<file path="src/rtl/button_event_gen.sv">
// Per-button synchronizer, debounce FSM and press/short/long event pulses.
// Define AUTO_REPEAT_EN to add periodic repeat_pulse while a long hold continues.
module button_event_gen #(
  parameter int unsigned NUM_BTN         = 4,
  parameter int unsigned DEBOUNCE_CYCLES = 1_000_000,
  parameter int unsigned LONG_CYCLES     = 250_000_000,
  parameter int unsigned REPEAT_CYCLES   = 25_000_000
) (
  input  logic               clk,
  input  logic               rst_n,
  input  logic [NUM_BTN-1:0] btn_raw,
  output logic [NUM_BTN-1:0] btn_level,
  output logic [NUM_BTN-1:0] press_pulse,
  output logic [NUM_BTN-1:0] short_pulse,
  output logic [NUM_BTN-1:0] long_pulse,
  output logic [NUM_BTN-1:0] repeat_pulse
);

  localparam int unsigned DB_W   = $clog2(DEBOUNCE_CYCLES + 1);
  localparam int unsigned HOLD_W = $clog2(LONG_CYCLES + 1);
  localparam logic [DB_W-1:0]   DB_LAST   = DB_W'(DEBOUNCE_CYCLES - 1);
  localparam logic [HOLD_W-1:0] HOLD_LAST = HOLD_W'(LONG_CYCLES - 1);
  localparam logic [HOLD_W-1:0] HOLD_MAX  = HOLD_W'(LONG_CYCLES);
`ifdef AUTO_REPEAT_EN
  localparam int unsigned REP_W = $clog2(REPEAT_CYCLES + 1);
  localparam logic [REP_W-1:0] REP_LAST = REP_W'(REPEAT_CYCLES - 1);
`endif

  typedef enum logic [2:0] {
    IDLE,
    PRESS_DB,
    HELD,
    LONG,
    REL_DB
  } state_e;

  logic [NUM_BTN-1:0] sync1_q;
  logic [NUM_BTN-1:0] sync2_q;

  always_ff @(posedge clk or negedge rst_n) begin
    if (!rst_n) begin
      sync1_q <= '0;
      sync2_q <= '0;
    end else begin
      sync1_q <= btn_raw;
      sync2_q <= sync1_q;
    end
  end

  for (genvar i = 0; i < NUM_BTN; i++) begin : g_btn
    state_e              state_q;
    logic [DB_W-1:0]     db_cnt_q;
    logic [HOLD_W-1:0]   hold_cnt_q;
    logic                long_done_q;
    logic                level_q;
    logic                press_q;
    logic                short_q;
    logic                long_q;
    logic                s;
    logic                db_hit;
    logic                long_hit;

    assign s        = sync2_q[i];
    assign db_hit   = (db_cnt_q >= DB_LAST);
    assign long_hit = !long_done_q && (hold_cnt_q >= HOLD_LAST);

`ifdef AUTO_REPEAT_EN
    logic [REP_W-1:0] rep_cnt_q;
    logic             rep_q;

    // rep_cnt runs only while held in LONG, freezes across a release bounce, clears on full release.
    always_ff @(posedge clk or negedge rst_n) begin
      if (!rst_n) begin
        rep_cnt_q <= '0;
        rep_q     <= 1'b0;
      end else begin
        rep_q <= 1'b0;
        if (state_q == LONG && s) begin
          if (rep_cnt_q >= REP_LAST) begin
            rep_q     <= 1'b1;
            rep_cnt_q <= '0;
          end else begin
            rep_cnt_q <= rep_cnt_q + 1'b1;
          end
        end else if (state_q == IDLE || state_q == PRESS_DB || state_q == HELD) begin
          rep_cnt_q <= '0;
        end
      end
    end

    assign repeat_pulse[i] = rep_q;
`endif

    always_ff @(posedge clk or negedge rst_n) begin
      if (!rst_n) begin
        state_q     <= IDLE;
        db_cnt_q    <= '0;
        hold_cnt_q  <= '0;
        long_done_q <= 1'b0;
        level_q     <= 1'b0;
        press_q     <= 1'b0;
        short_q     <= 1'b0;
        long_q      <= 1'b0;
      end else begin
        press_q <= 1'b0;
        short_q <= 1'b0;
        long_q  <= 1'b0;
        case (state_q)
          IDLE, PRESS_DB: begin
            if (s) begin
              if (db_hit) begin
                state_q    <= HELD;
                db_cnt_q   <= '0;
                hold_cnt_q <= '0;
                level_q    <= 1'b1;
                press_q    <= 1'b1;
              end else begin
                state_q  <= PRESS_DB;
                db_cnt_q <= db_cnt_q + 1'b1;
              end
            end else begin
              state_q  <= IDLE;
              db_cnt_q <= '0;
            end
          end
          default: begin
            if (hold_cnt_q != HOLD_MAX) hold_cnt_q <= hold_cnt_q + 1'b1;
            if (!s) begin
              // Accepted release takes precedence over a long hold maturing in the same cycle.
              if (db_hit) begin
                state_q     <= IDLE;
                db_cnt_q    <= '0;
                hold_cnt_q  <= '0;
                level_q     <= 1'b0;
                short_q     <= !long_done_q;
                long_done_q <= 1'b0;
              end else begin
                state_q  <= REL_DB;
                db_cnt_q <= db_cnt_q + 1'b1;
                if (long_hit) begin
                  long_q      <= 1'b1;
                  long_done_q <= 1'b1;
                end
              end
            end else begin
              db_cnt_q <= '0;
              if (long_hit) begin
                long_q      <= 1'b1;
                long_done_q <= 1'b1;
                state_q     <= LONG;
              end else begin
                state_q <= long_done_q ? LONG : HELD;
              end
            end
          end
        endcase
      end
    end

    assign btn_level[i]   = level_q;
    assign press_pulse[i] = press_q;
    assign short_pulse[i] = short_q;
    assign long_pulse[i]  = long_q;
  end

`ifndef AUTO_REPEAT_EN
  assign repeat_pulse = '0;
`endif

endmodule

</file>
<file path="config.mk">
export PLATFORM = sky130hd
export DESIGN_NAME = button_event_gen
export DESIGN_NICKNAME = d
export VERILOG_FILES = /design/src/rtl/button_event_gen.sv
export SDC_FILE = /design/constraint.sdc
export NUM_CORES = 1
export LEC_CHECK = 0
export ABC_AREA = 0
export CAP_MARGIN = 20
export CORE_MARGIN = 10
export CORE_UTILIZATION = 50
export DETAILED_ROUTE_END_ITERATION = 6
export HOLD_SLACK_MARGIN = 0.15
export PLACE_DENSITY = 0.66
export SYNTH_ARGS = -nofsm -noshare
export SYNTH_HDL_FRONTEND = slang
export SYNTH_SLANG_ARGS = --single-unit
</file>
<file path="constraint.sdc">
create_clock -name clk -period 5.5 [get_ports clk]
set_input_delay 1.1 -clock clk [delete_from_list [all_inputs] [get_ports clk]]
set_output_delay 1.1 -clock clk [all_outputs]
set_load 0.005 [all_outputs]
</file>
## Word level (Yosys, flattened, before mapping)

Cells that the tools add are included.

| word-level totals | value |
|---|---|
| bits in registers | 232 |
| output and inout port bits | 20 |
| input port bits | 6 |
| word-level logic and storage cells | 238 |

| cells by class | value |
|---|---|
| mux-type cells | 140 |
| magnitude comparators | 8 |
| reductions and logical operators | 28 |
| add/sub/neg operators | 8 |
| equality and inequality tests | 20 |

Operators by type and width:

| kind | number |
|---|---|
| $mux W28 | 24 |
| $mux W20 | 16 |
| $add A28 B1 Y28 const B | 4 |
| $ge A28 B28 Y1 const B | 4 |
| $ne A28 B28 Y1 const B | 4 |
| $add A20 B1 Y20 const B | 4 |
| $ge A20 B20 Y1 const B | 4 |
| $mux W1 | 80 |
| $mux W3 | 16 |
| $ne A2 B2 Y1 const B | 8 |
| $reduce_and A4 Y1 | 4 |
| $eq A3 B1 Y1 const B | 4 |
| $logic_not A3 Y1 | 4 |
| $mux W2 | 4 |
| $ne A2 B1 Y1 const B | 4 |
| $reduce_and A2 Y1 | 4 |
| $reduce_bool A2 Y1 | 4 |
| $reduce_or A2 Y1 | 4 |
| $logic_and A1 B1 Y1 | 4 |
| $logic_not A1 Y1 | 4 |

## Depth between registers and ports, before layout

Gate-level depths: netlist of the first run.

| logic depth | value |
|---|---|
| word-level depth | 6 |
| gate-level depth with buffers | 9 |
| gate-level depth less buffers | 8 |

## Worst setup path before layout of the first run

No wires, ideal clock.

| timing path | value |
|---|---|
| kind | register to register |
| start point | register g_btn[3].db_cnt_q[10] |
| end point | register g_btn[3].hold_cnt_q[27] |
| stages on the path, launching flop included | 8 |
| path slack | 3.180 ns |
| path buffers | 1 |
| arrival time | 2.251 ns |
| required time | 5.431 ns |
| clock period less this slack | 2.320 ns |
| library setup time | 0.069 ns |
| cells stage by stage | dfrtp_1 -> or4_1 -> a311oi_2 -> nor4_1 -> or2_1 -> buf_6 -> or4_1 -> nand3_1 |

| between the ends | value |
|---|---|
| cells in the longest elaborated chain, start to end | 4 |
| elaborated cells on any way between the ends | 6 |
| classes of those cells | 1 x order compare; 1 x eq/ne; 3 x mux; 1 x reduce/logical |

RTL lines:

| item | RTL line | source |
|---|---|---|
| start: declaration | 52 | `logic [DB_W-1:0] db_cnt_q;` |
| start signal: assignment | 119 | `db_cnt_q <= db_cnt_q + 1'b1;` |
| start signal: assignment | 139 | `db_cnt_q <= db_cnt_q + 1'b1;` |
| $ge A20 B20 Y1 * | 64 | `assign db_hit = (db_cnt_q >= DB_LAST);` |
| $mux W28 | 130 | `if (db_hit) begin` |
| $mux W28 | 128 | `if (!s) begin` |
| $mux W28 | 108 | `case (state_q)` |
| end signal: assignment | 127 | `if (hold_cnt_q != HOLD_MAX) hold_cnt_q <= hold_cnt_q + 1'b1;` |
| end: declaration | 53 | `logic [HOLD_W-1:0] hold_cnt_q;` |

Every way passes the cells marked *; elsewhere a longest branch is shown, timed or not.
A chain may end at the register's enable or synchronous reset.

## Final worst setup path of the first run

| timing path | value |
|---|---|
| start point | register g_btn[1].db_cnt_q[0] |
| end point | register g_btn[1].hold_cnt_q[16] |

| between the ends | value |
|---|---|
| cells in the longest elaborated chain, start to end | 4 |
| elaborated cells on any way between the ends | 6 |
| classes of those cells | 1 x order compare; 1 x eq/ne; 3 x mux; 1 x reduce/logical |

RTL lines:

| item | RTL line |
|---|---|
| start: declaration | 52 |
| start signal: assignment | 119 |
| start signal: assignment | 139 |
| $ge A20 B20 Y1 * | 64 |
| $mux W28 | 130 |
| $mux W28 | 128 |
| $mux W28 | 108 |
| end signal: assignment | 127 |
| end: declaration | 53 |

Marks and branches as above.

==> impl_metrics.csv, run 1 <==
group,metric,value,unit
cts,cts_setup_buffers,0,
cts,cts_sinks,228,
synthesis,ys_ff_latch,228,
power,power_leakage,0.00545,uW
synthesis,synthTopCellsByArea,"dfrtp_1, nor2_1, nand3_1",
finish,fin_cells,1599,
cts,clockBufferDepth,3,
global_routing,grt_antenna_before_repair,0,
detailed_routing,drc,0,
power,ir_drop,0.000206,V
cts,htree_levels,1,
critical_path,critPathMaxFanout,40,
detailed_routing,vias_per_cell,5.65,
die,core_area,22800,um2
cts,cts_hold_buffers,0,
critical_path,cp.required,5.92,ns
power,power_density,260,nW/um2
synthesis,synth_flop_cell,"dfrtp_1",
critical_path,endpoint_kind,"flop",
finish,final_cell_mix,"dfrtp_1, nor2_1, nand2_1, nand3_1, a21oi_1",
detailed_routing,ant_nets,0,
cts,clk_pin_slew,0.06,ns
placed_design,port-buffer-count,21,
global_routing,grt_pass1_vias,8888,
synthesis,synth.avg_cell_area,9.15,um2
synthesis,synth_top_area_cell,"dfrtp_1",
cts,insertion_delay,0.53,ns
synthesis,synth_area,11700,um2
cts,cts_made_buffers,26,
die,row_count,55,
synthesis,yosysSeqAreaShare,48.8,%
timing,slew_headroom,36.2,%
placed_design,gp_congestion,0.828,
synthesis,synthArstFlopShare,100,%
timing,final_max_slew_viol_count,0,
placed_design,hpwl,15.1,mm
timing,tightest_slew,0.950,ns
global_routing,groute.usage.overall,15.4,%
cts,cts-resized-gates,0,
finish,final_cell_area,12800,um2
critical_path,criticalPathCategory,"reg -> reg",
cts,root_buffer,"clkbuf_16",
detailed_routing,drt-total-wl,23.1,mm
power,total_power,3330,uW
critical_path,arrival,3.10,ns
critical_path,start_kind,"flop",
cts,cts_tree,"done",
finish,area_growth,9.66,%
placed_design,place_inst,1560,
global_routing,gr-total-overflow,0,
timing,hold_viol,0,
timing,setup_viol,0,
synthesis,synth_top_area_share,48.8,%
finish,final_common_cell,"dfrtp_1",
die,io_pins,26,
die,die_x,173,um
timing,layout_worst_path_cycle_share,48.8,%
detailed_routing,wl_per_cell,14.5,um
detailed_routing,vias,9027,
hold_path,min_path_type,"reg -> reg",
timing,rsz0062_at_grt,"false",
synthesis,synthCells,1278,
die,die_area,29900,um2
timing,finalClockSkew,0.0145,ns
timing,layout_min_cycle_time,2.68,ns
global_routing,grt_pass1_wl,41.4,mm
synthesis,synth_cell_types,60,
outcome,status,"finished clean",
timing,max_freq,0.373,GHz
detailed_routing,initialDrtViolationCount,566,
finish,layout-drive-gt1-share,4.74,%
finish,nets,1293,
job,maxCapViolations,0,
die,die-height,173,um
global_routing,grt_max_degree,115,
detailed_routing,dr.pass1.iters,5,
die,start_util,51.2,%
synthesis,synth_edf_count,0,
timing,fin_tns_setup,0,ns
synthesis,ys_warn_count,0,
finish,antenna_cells,0,
placed_design,place_area,12100,um2
==> metal layers <==
metal	up-vias	wire (um)	global-route usage (%)
li1	4502	-	-
met3	34	783	2.46
met1	4389	11300	21.4
met2	102	10500	24.6
met4	0	464	4.24
met5	-	0	0
==> path summary, 6_finish.rpt <==
path / startpoint / endpoint / slack (ns) / depth (start not counted)
worst max-delay path: g_btn[1].db_cnt_q[0] / g_btn[1].hold_cnt_q[16] / 2.82 / 8
max in group asynchronous: rst_n / g_btn[0].db_cnt_q[15] / 3.76 / 2
worst min register to register: sync1_q[0] / sync2_q[0] / 0.35 / 0
min in group asynchronous: rst_n / g_btn[2].hold_cnt_q[0] / 0.65 / 1
worst max register to register: g_btn[1].db_cnt_q[0] / g_btn[1].hold_cnt_q[16] / 2.82 / 8
worst min-delay path: sync1_q[0] / sync2_q[0] / 0.35 / 0
==> state kept, by name, indices dropped and copies added (netlist names) <==
register,flops
g_btn.short_q,4
g_btn.long_q,4
g_btn.hold_cnt_q,112
g_btn.press_q,4
g_btn.level_q,4
g_btn.long_done_q,4
sync1_q,4
g_btn.state_q,8
g_btn.db_cnt_q,80
sync2_q,4
==> worst max-delay path, stage by stage (launching register included) <==
cell and delay, ns:
dfrtp_1 0.39, ha_1 0.22, and4_1 0.31, a311oi_2 0.18
a211oi_1 0.68, nor2_2 0.04, buf_4 0.28, and3_1 0.22
a211o_1 0.25
==> cell type report <==
cell class	instances	area [um2]
multi-input combinational	952	5540
sequential	228	5710
fill	2083	10000
timing repair buffer	30	283
clock buffer	36	738
tap	313	392
clock inverter	3	30.0
inverter	37	139
==> Yosys cell counts, drive strengths merged (6+ instances only) <==
cell type  number
a21o            9
a21oi          72
a31oi          29
and2           10
and3           50
and4           20
buf            30
clkbuf         34
dfrtp         228
ha             12
inv            37
mux2i           6
nand2         105
nand2b         10
nand3         102
nand4          32
nor2          164
nor2b           7
nor3           32
nor4            9
nor4b           7
o21ai          55
o311ai          8
o31ai           7
or2            10
or3            34
or4             9
xnor2          47
xor2           50
==> where the power goes <==
part / internal, uW / total [uW] / switching [uW] / leakage, uW
registers: 1690 / 1700 / 10.5 / 0.00316
logic: 13.8 / 63.1 / 49.4 / 0.00191
clock network: 924 / 1570 / 649 / 0.000378
total: 2630 / 3330 / 709 / 0.00545
==> kinds of logic (layout without fill, tap and decap cells) <==
| logic type | after synthesis | in the layout | synth area share [%] |
|---|---|---|---|
| AO/OA/AOI/OAI | 223 | 223 | 11.8 |
| XOR/XNOR | 97 | 97 | 7.27 |
| adder cells (fa/ha/maj) | 12 | 12 | 1.28 |
| buffers and inverters | 101 | 106 | 4.02 |
| flip-flops | 228 | 228 | 48.8 |
| multiplexers | 6 | 6 | 0.514 |
| other | 1 | 4 | 0.0321 |
| AND/OR/NAND/NOR | 610 | 610 | 26.3 |
==> metrics by stage <==
step / hold WS (ns) / worst slack [ns] / util [%]
6_report: 0.348 / 2.82 / 56.1
5_1_grt: 0.365 / 2.65 / 56.1
3_3_place_gp: 0.333 / 2.88 / 52.8
3_5_place_dp: 0.337 / 2.86 / 52.8
2_1_floorplan: 0.331 / 3.18 / -
4_1_cts: 0.350 / 2.85 / 56.1
Note: power is estimated with default switching activity, not from simulation.
==> run 2: changes to the inputs <==
--- a/config.mk
+++ b/config.mk
@@ -11,7 +11,7 @@
 export CORE_UTILIZATION = 50
 export DETAILED_ROUTE_END_ITERATION = 6
 export HOLD_SLACK_MARGIN = 0.15
-export PLACE_DENSITY = 0.66
+export PLACE_DENSITY = 0.69
 export SYNTH_ARGS = -nofsm -noshare
 export SYNTH_HDL_FRONTEND = slang
 export SYNTH_SLANG_ARGS = --single-unit
==> constraint.sdc (replaced) <==
create_clock -name clk -period 2.2 [get_ports clk]
set_input_delay 0.44 -clock clk [delete_from_list [all_inputs] [get_ports clk]]
set_output_delay 0.44 -clock clk [all_outputs]
set_load 0.005 [all_outputs]
==> run 2 against run 1 <==
Compared with the run above:
- the flow now finishes with violations (negative setup slack)
- via count up 4.7%
- worst hold slack improved by 0.00051 ns
- global-route usage increased by 0.46 points
==> impl_metrics.csv, run 2 (synthesized netlist as in run 1, its figures left out) <==
group,metric,value,unit
outcome,status,"finished, violations left",
outcome,violations,"negative setup slack",
cts,cts_made_buffers,25,
finish,utilization,61.1,%
finish,nets,1373,
job,maxCapViolations,0,
detailed_routing,vias,9448,
timing,hold_viol,0,
placed_design,gp_congestion,0.838,
timing,rsz0062_at_grt,"true",
timing,setup_viol,6,
hold_path,min_path_type,"reg -> reg",
cts,root_buffer,"clkbuf_16",
placed_design,port-buffer-count,21,
global_routing,gr-total-overflow,0,
placed_design,hpwl,16.0,mm
timing,fin_tns_setup,-0.0503,ns
timing,finalClockSkew,0.00817,ns
cts,insertion_delay,0.52,ns
die,core_area,22800,um2
die,die_area,29900,um2
die,die-height,173,um
power,ir_drop,0.000587,V
die,start_util,51.2,%
finish,area_growth,19.4,%
critical_path,start_kind,"flop",
detailed_routing,drc,0,
timing,layout_min_cycle_time,2.23,ns
global_routing,grt_pass1_vias,8771,
timing,slew_headroom,63.4,%
die,die_x,173,um
cts,cts_sinks,228,
detailed_routing,ant_nets,0,
detailed_routing,wl_per_cell,15.1,um
power,power_density,628,nW/um2
finish,regMostFlops,"g_btn.hold_cnt_q",
finish,layout-drive-gt1-share,13.4,%
cts,clk_pin_slew,0.06,ns
global_routing,grt_antenna_before_repair,0,
cts,cts_tree,"done",
finish,final_cell_mix,"dfrtp_1, nor2_1, nand2_1, nand3_1, a21oi_1",
finish,top_regs,"g_btn.hold_cnt_q: 112 flops, g_btn.db_cnt_q: 80 flops, g_btn.state_q: 8 flops",
power,power_leakage,0.00599,uW
detailed_routing,initialDrtViolationCount,765,
die,row_count,55,
timing,final_max_slew_viol_count,0,
cts,clockBufferDepth,3,
critical_path,critPathMaxFanout,8,
finish,final_common_cell,"dfrtp_1",
finish,largest_register_ffs,112,
cts,htree_levels,1,
global_routing,groute.usage.overall,15.9,%
timing,tightest_slew,0.546,ns
detailed_routing,drt-total-wl,25.4,mm
timing,timing.final.ws_setup,-0.0313,ns
critical_path,endpoint_kind,"flop",
finish,antenna_cells,0,
timing,max_freq,0.448,GHz
die,io_pins,26,
detailed_routing,dr.pass1.iters,5,
detailed_routing,vias_per_cell,5.60,
critical_path,arrival,2.66,ns
critical_path,cp.required,2.63,ns
timing,layout_worst_path_cycle_share,101,%
global_routing,grt_max_degree,99,
global_routing,grt_pass1_wl,42.3,mm
critical_path,criticalPathCategory,"reg -> reg",
-- run 2: layout make-up --
type,count,area (um2)
Timing Repair Buffer,110,1080
Multi-Input combinational cell,953,5800
Sequential cell,228,5710
Clock inverter,9,148
Inverter,37,139
Tap cell,313,392
Fill cell,1889,8890
Clock buffer,36,697
-- run 2: repair_timing --
item | CTS | global route
buffers inserted | 1 | 9
gates cloned | 0 | 8
endpoints found under the setup margin | 28 | 104
gates resized for setup | 5 | 71
pin swaps | 0 | 24
endpoints found under the hold margin | 228 | 0
hold buffers | 1 | 0
-- run 2: stage by stage --
step / instances / hold WS, ns / cell area, um2 / worst slack (ns) / total power [uW]
floorplan: 1281 / 0.144 / 11700 / -0.0156 / 4380
global placement: 1623 / 0.331 / 12600 / -0.00344 / 4510
detailed placement: 1623 / 0.336 / 12600 / -0.111 / 4510
CTS: 1670 / 0.344 / 13500 / -0.0560 / 8880
global route: 1686 / 0.341 / 14000 / -0.110 / 9090
finish: 1686 / 0.348 / 14000 / -0.0313 / 8760
-- run 2: layer usage --
metal	wire length (um)	GRT usage, %	vias to the layer above
met5	0	0	-
met4	418	3.52	0
met3	1020	2.70	29
met2	11600	24.5	157
met1	12400	22.9	4576
li1	-	-	4686
-- run 2: worst max-delay path, stage by stage (launching register included) --
cell and delay (ns):
dfrtp_1 0.38, or4_4 0.55, a311oi_4 0.31, a21o_1 0.22
o21ai_4 0.08, buf_6 0.16, or3_1 0.36, o21ai_1 0.11
-- run 2: path summary, 6_finish.rpt --
check	from	to	slack [ns]	cells after the start
setup / recovery	g_btn[1].db_cnt_q[13]	g_btn[1].hold_cnt_q[18]	-0.03	7
min in group asynchronous	rst_n	g_btn[2].long_q	0.49	3
max in group asynchronous	rst_n	g_btn[1].hold_cnt_q[16]	1.19	3
hold / removal	sync1_q[2]	sync2_q[2]	0.35	0
hold reg to reg	sync1_q[2]	sync2_q[2]	0.35	0
setup reg to reg	g_btn[1].db_cnt_q[13]	g_btn[1].hold_cnt_q[18]	-0.03	7
-- run 2: where the power goes --
part	total [uW]	switching, uW	internal (uW)
Combinational	187	131	56.5
Sequential	4250	26.9	4220
Clock	4330	1670	2660
==> run 3: changes to the inputs <==
--- a/config.mk
+++ b/config.mk
@@ -7,11 +7,13 @@
 export LEC_CHECK = 0
 export ABC_AREA = 0
 export CAP_MARGIN = 20
+export CORE_ASPECT_RATIO = 1.1
 export CORE_MARGIN = 10
 export CORE_UTILIZATION = 50
 export DETAILED_ROUTE_END_ITERATION = 6
+export DONT_BUFFER_PORTS = 1
 export HOLD_SLACK_MARGIN = 0.15
-export PLACE_DENSITY = 0.69
+export PLACE_DENSITY = 0.68
 export SYNTH_ARGS = -nofsm -noshare
 export SYNTH_HDL_FRONTEND = slang
 export SYNTH_SLANG_ARGS = --single-unit
==> run 3 against run 2 <==
Compared with the run above:
- the run ends with negative hold slack left
- sequential cell count did not move
- clock skew rose by 0.0064 ns
- register-to-register slack improved by 0.04 ns
- setup slack improved by 0.041 ns
- sequential power barely moved
- clock-buffer cell count rose by 2
- clock power barely moved
- global-route usage fell by 0.16 points
- fmax rose by 1.9%
- first-iteration DRC count fell by 20%
- non-clock buffer count fell by 27
- sequential share of layout area rose by 0.44 points
- critical path type unchanged
- largest power group unchanged
- highest routed layer unchanged
==> impl_metrics.csv, run 3 (synthesized netlist as in run 1, its figures left out) <==
group,metric,value,unit
cts,cts_sinks,228,
detailed_routing,ant_nets,0,
finish,utilization,60.2,%
finish,final_cell_mix,"dfrtp_1, nor2_1, nand2_1, nand3_1, a21oi_1",
die,row_count,58,
die,die_area,29900,um2
outcome,violations,"negative hold slack",
cts,cts_tree,"done",
hold_path,min_path_type,"in -> async",
global_routing,grt_max_degree,229,
critical_path,cp.required,2.65,ns
critical_path,criticalPathCategory,"reg -> reg",
critical_path,start_kind,"flop",
global_routing,grt_pass1_vias,9083,
placed_design,place_inst,1582,
timing,rsz0062_at_grt,"true",
cts,htree_levels,1,
outcome,status,"finished, violations left",
finish,nets,1346,
detailed_routing,dr.pass1.iters,5,
detailed_routing,drt-total-wl,25.1,mm
timing,slew_headroom,60.9,%
timing,final_max_slew_viol_count,0,
global_routing,groute.usage.overall,15.7,%
critical_path,arrival,2.64,ns
power,switchingPower,1830,uW
finish,largest_register_ffs,112,
die,io_pins,26,
timing,finalClockSkew,0.0145,ns
global_routing,grt_antenna_before_repair,0,
power,power_leakage,0.00590,uW
detailed_routing,initialDrtViolationCount,615,
finish,layout-drive-gt1-share,14.5,%
timing,fin_hold_ws,-0.387,ns
timing,setup_viol,0,
finish,area_growth,18.1,%
finish,antenna_cells,0,
finish,fin_cells,1647,
cts,cts_hold_buffers,4,
detailed_routing,wl_per_cell,15.3,um
die,die_x,166,um
finish,regMostFlops,"g_btn.hold_cnt_q",
detailed_routing,drc,0,
critical_path,critical_path.top_delay_family,"compound AO/OA/AOI/OAI gates",
critical_path,r2r-end,"g_btn[3].hold_cnt_q[15]",
power,ir_drop,0.000607,V
finish,top_regs,"g_btn.hold_cnt_q: 112 flops, g_btn.db_cnt_q: 80 flops, g_btn.state_q: 8 flops",
power,pwr-share-clk,49.8,%
placed_design,port-buffer-count,0,
die,die-height,180,um
critical_path,slowest_stage,"or4_4",
critical_path,rr_worst_depth,9,
power,swShare,21.1,%
power,intPower,6860,uW
cts,insertion_delay,0.53,ns
critical_path,crit_buf_inv,3,
critical_path,critPathMaxFanout,5,
timing,hold_viol,228,
detailed_routing,vias_per_cell,5.67,
cts,clockBufferDepth,3,
global_routing,grt_pass1_wl,42.4,mm
power,comb_power_share,1.3,%
job,maxCapViolations,0,
cts,cts_made_buffers,26,
placed_design,gp_congestion,0.853,
die,start_util,51.0,%
timing,layout_worst_path_cycle_share,99.6,%
global_routing,gr-total-overflow,0,
power,pwr-share-seq,48.8,%
finish,final_common_cell,"dfrtp_1",
placed_design,hpwl,15.7,mm
cts,clk_pin_slew,0.06,ns
power,power_density,629,nW/um2
critical_path,path_cells,"or4_4 -> a311oi_4 -> buf_4 -> o21a_1 -> o31a_1 -> buf_6 -> clkbuf_16 -> a21oi_2 -> o21ai_1",
detailed_routing,vias,9334,
critical_path,r2r-start,"g_btn[3].db_cnt_q[11]",
timing,max_freq,0.457,GHz
die,core_area,22900,um2
cts,root_buffer,"clkbuf_16",
critical_path,endpoint_kind,"flop",
timing,tightest_slew,0.585,ns
critical_path,r2r_slack,0.01,ns
timing,layout_min_cycle_time,2.19,ns
critical_path,cpPeakStageDelay,0.54,ns
run 3: cell count changes in the layout (fill, tap and decap cells not counted), moves of 4 or more:
cell | previous run | this run
clkdlybuf4s50_1 | 20 | 0
nor2_1 | 161 | 145
nor2_4 | 1 | 17
buf_4 | 65 | 59
clkbuf_1 | 8 | 4
clkbuf_8 | 3 | 7
nand2_1 | 104 | 100
run 3: power by group through the flow:
stage	Clock (uW)	Combinational, uW	Sequential (uW)
after floorplan	0	63.0	4310
after global placement	0	77.2	4320
after detailed placement	0	78.3	4320
after CTS	4430	85.8	4240
after global routing	4600	128	4250
final	4330	115	4240
run 3: layout make-up:
cell class / count / area [um2]
clock buffers: 38 / 787
clock inverters: 9 / 72.6
fillers: 1992 / 9120
inverters: 37 / 139
multi-input cells: 952 / 5890
flip-flops and latches: 228 / 5710
well taps: 300 / 375
repair buffers: 83 / 838
run 3: metal layers:
metal / share of wire, % / global-route usage [%] / up-vias
met5: 0 / 0 / -
met4: 1.7 / 4.22 / 0
met3: 4.3 / 2.75 / 36
met2: 47 / 26.0 / 152
met1: 47 / 20.8 / 4535
li1: - / - / 4611
run 3: timing repair:
action | 4_1_cts | 5_1_grt
resized for setup | 11 | 90
endpoints found under the setup margin | 22 | 123
gates cloned | 0 | 7
buffers inserted | 4 | 3
hold endpoints to repair | 232 | 228
pin swaps | 8 | 33
run 3: through the flow:
step | power [uW] | setup WS, ns | hold slack (ns) | instance area [um2] | setup TNS [ns]
finish | 8690 | 0.00970 | -0.387 | 13800 | 0
global route | 8970 | -0.0749 | -0.414 | 13800 | -1.84
CTS | 8760 | -0.0232 | -0.404 | 13300 | -0.0571
detailed placement | 4400 | -0.0349 | 0.157 | 12300 | -0.192
global placement | 4400 | 0.00274 | 0.156 | 12300 | 0
floorplan | 4380 | -0.0156 | 0.144 | 11700 | -0.0235
run 3: worst max path at each step:
stage | start | endpoint | depth (start not counted)
floorplan | g_btn[3].db_cnt_q[7] | g_btn[3].hold_cnt_q[27] | 7
finish | g_btn[3].db_cnt_q[11] | g_btn[3].hold_cnt_q[15] | 9
global placement | g_btn[1].db_cnt_q[13] | g_btn[1].hold_cnt_q[25] | 6
global route | g_btn[3].db_cnt_q[7] | g_btn[3].hold_cnt_q[21] | 9
CTS | g_btn[3].db_cnt_q[7] | g_btn[3].hold_cnt_q[15] | 7
detailed placement | g_btn[3].db_cnt_q[7] | g_btn[3].hold_cnt_q[15] | 7
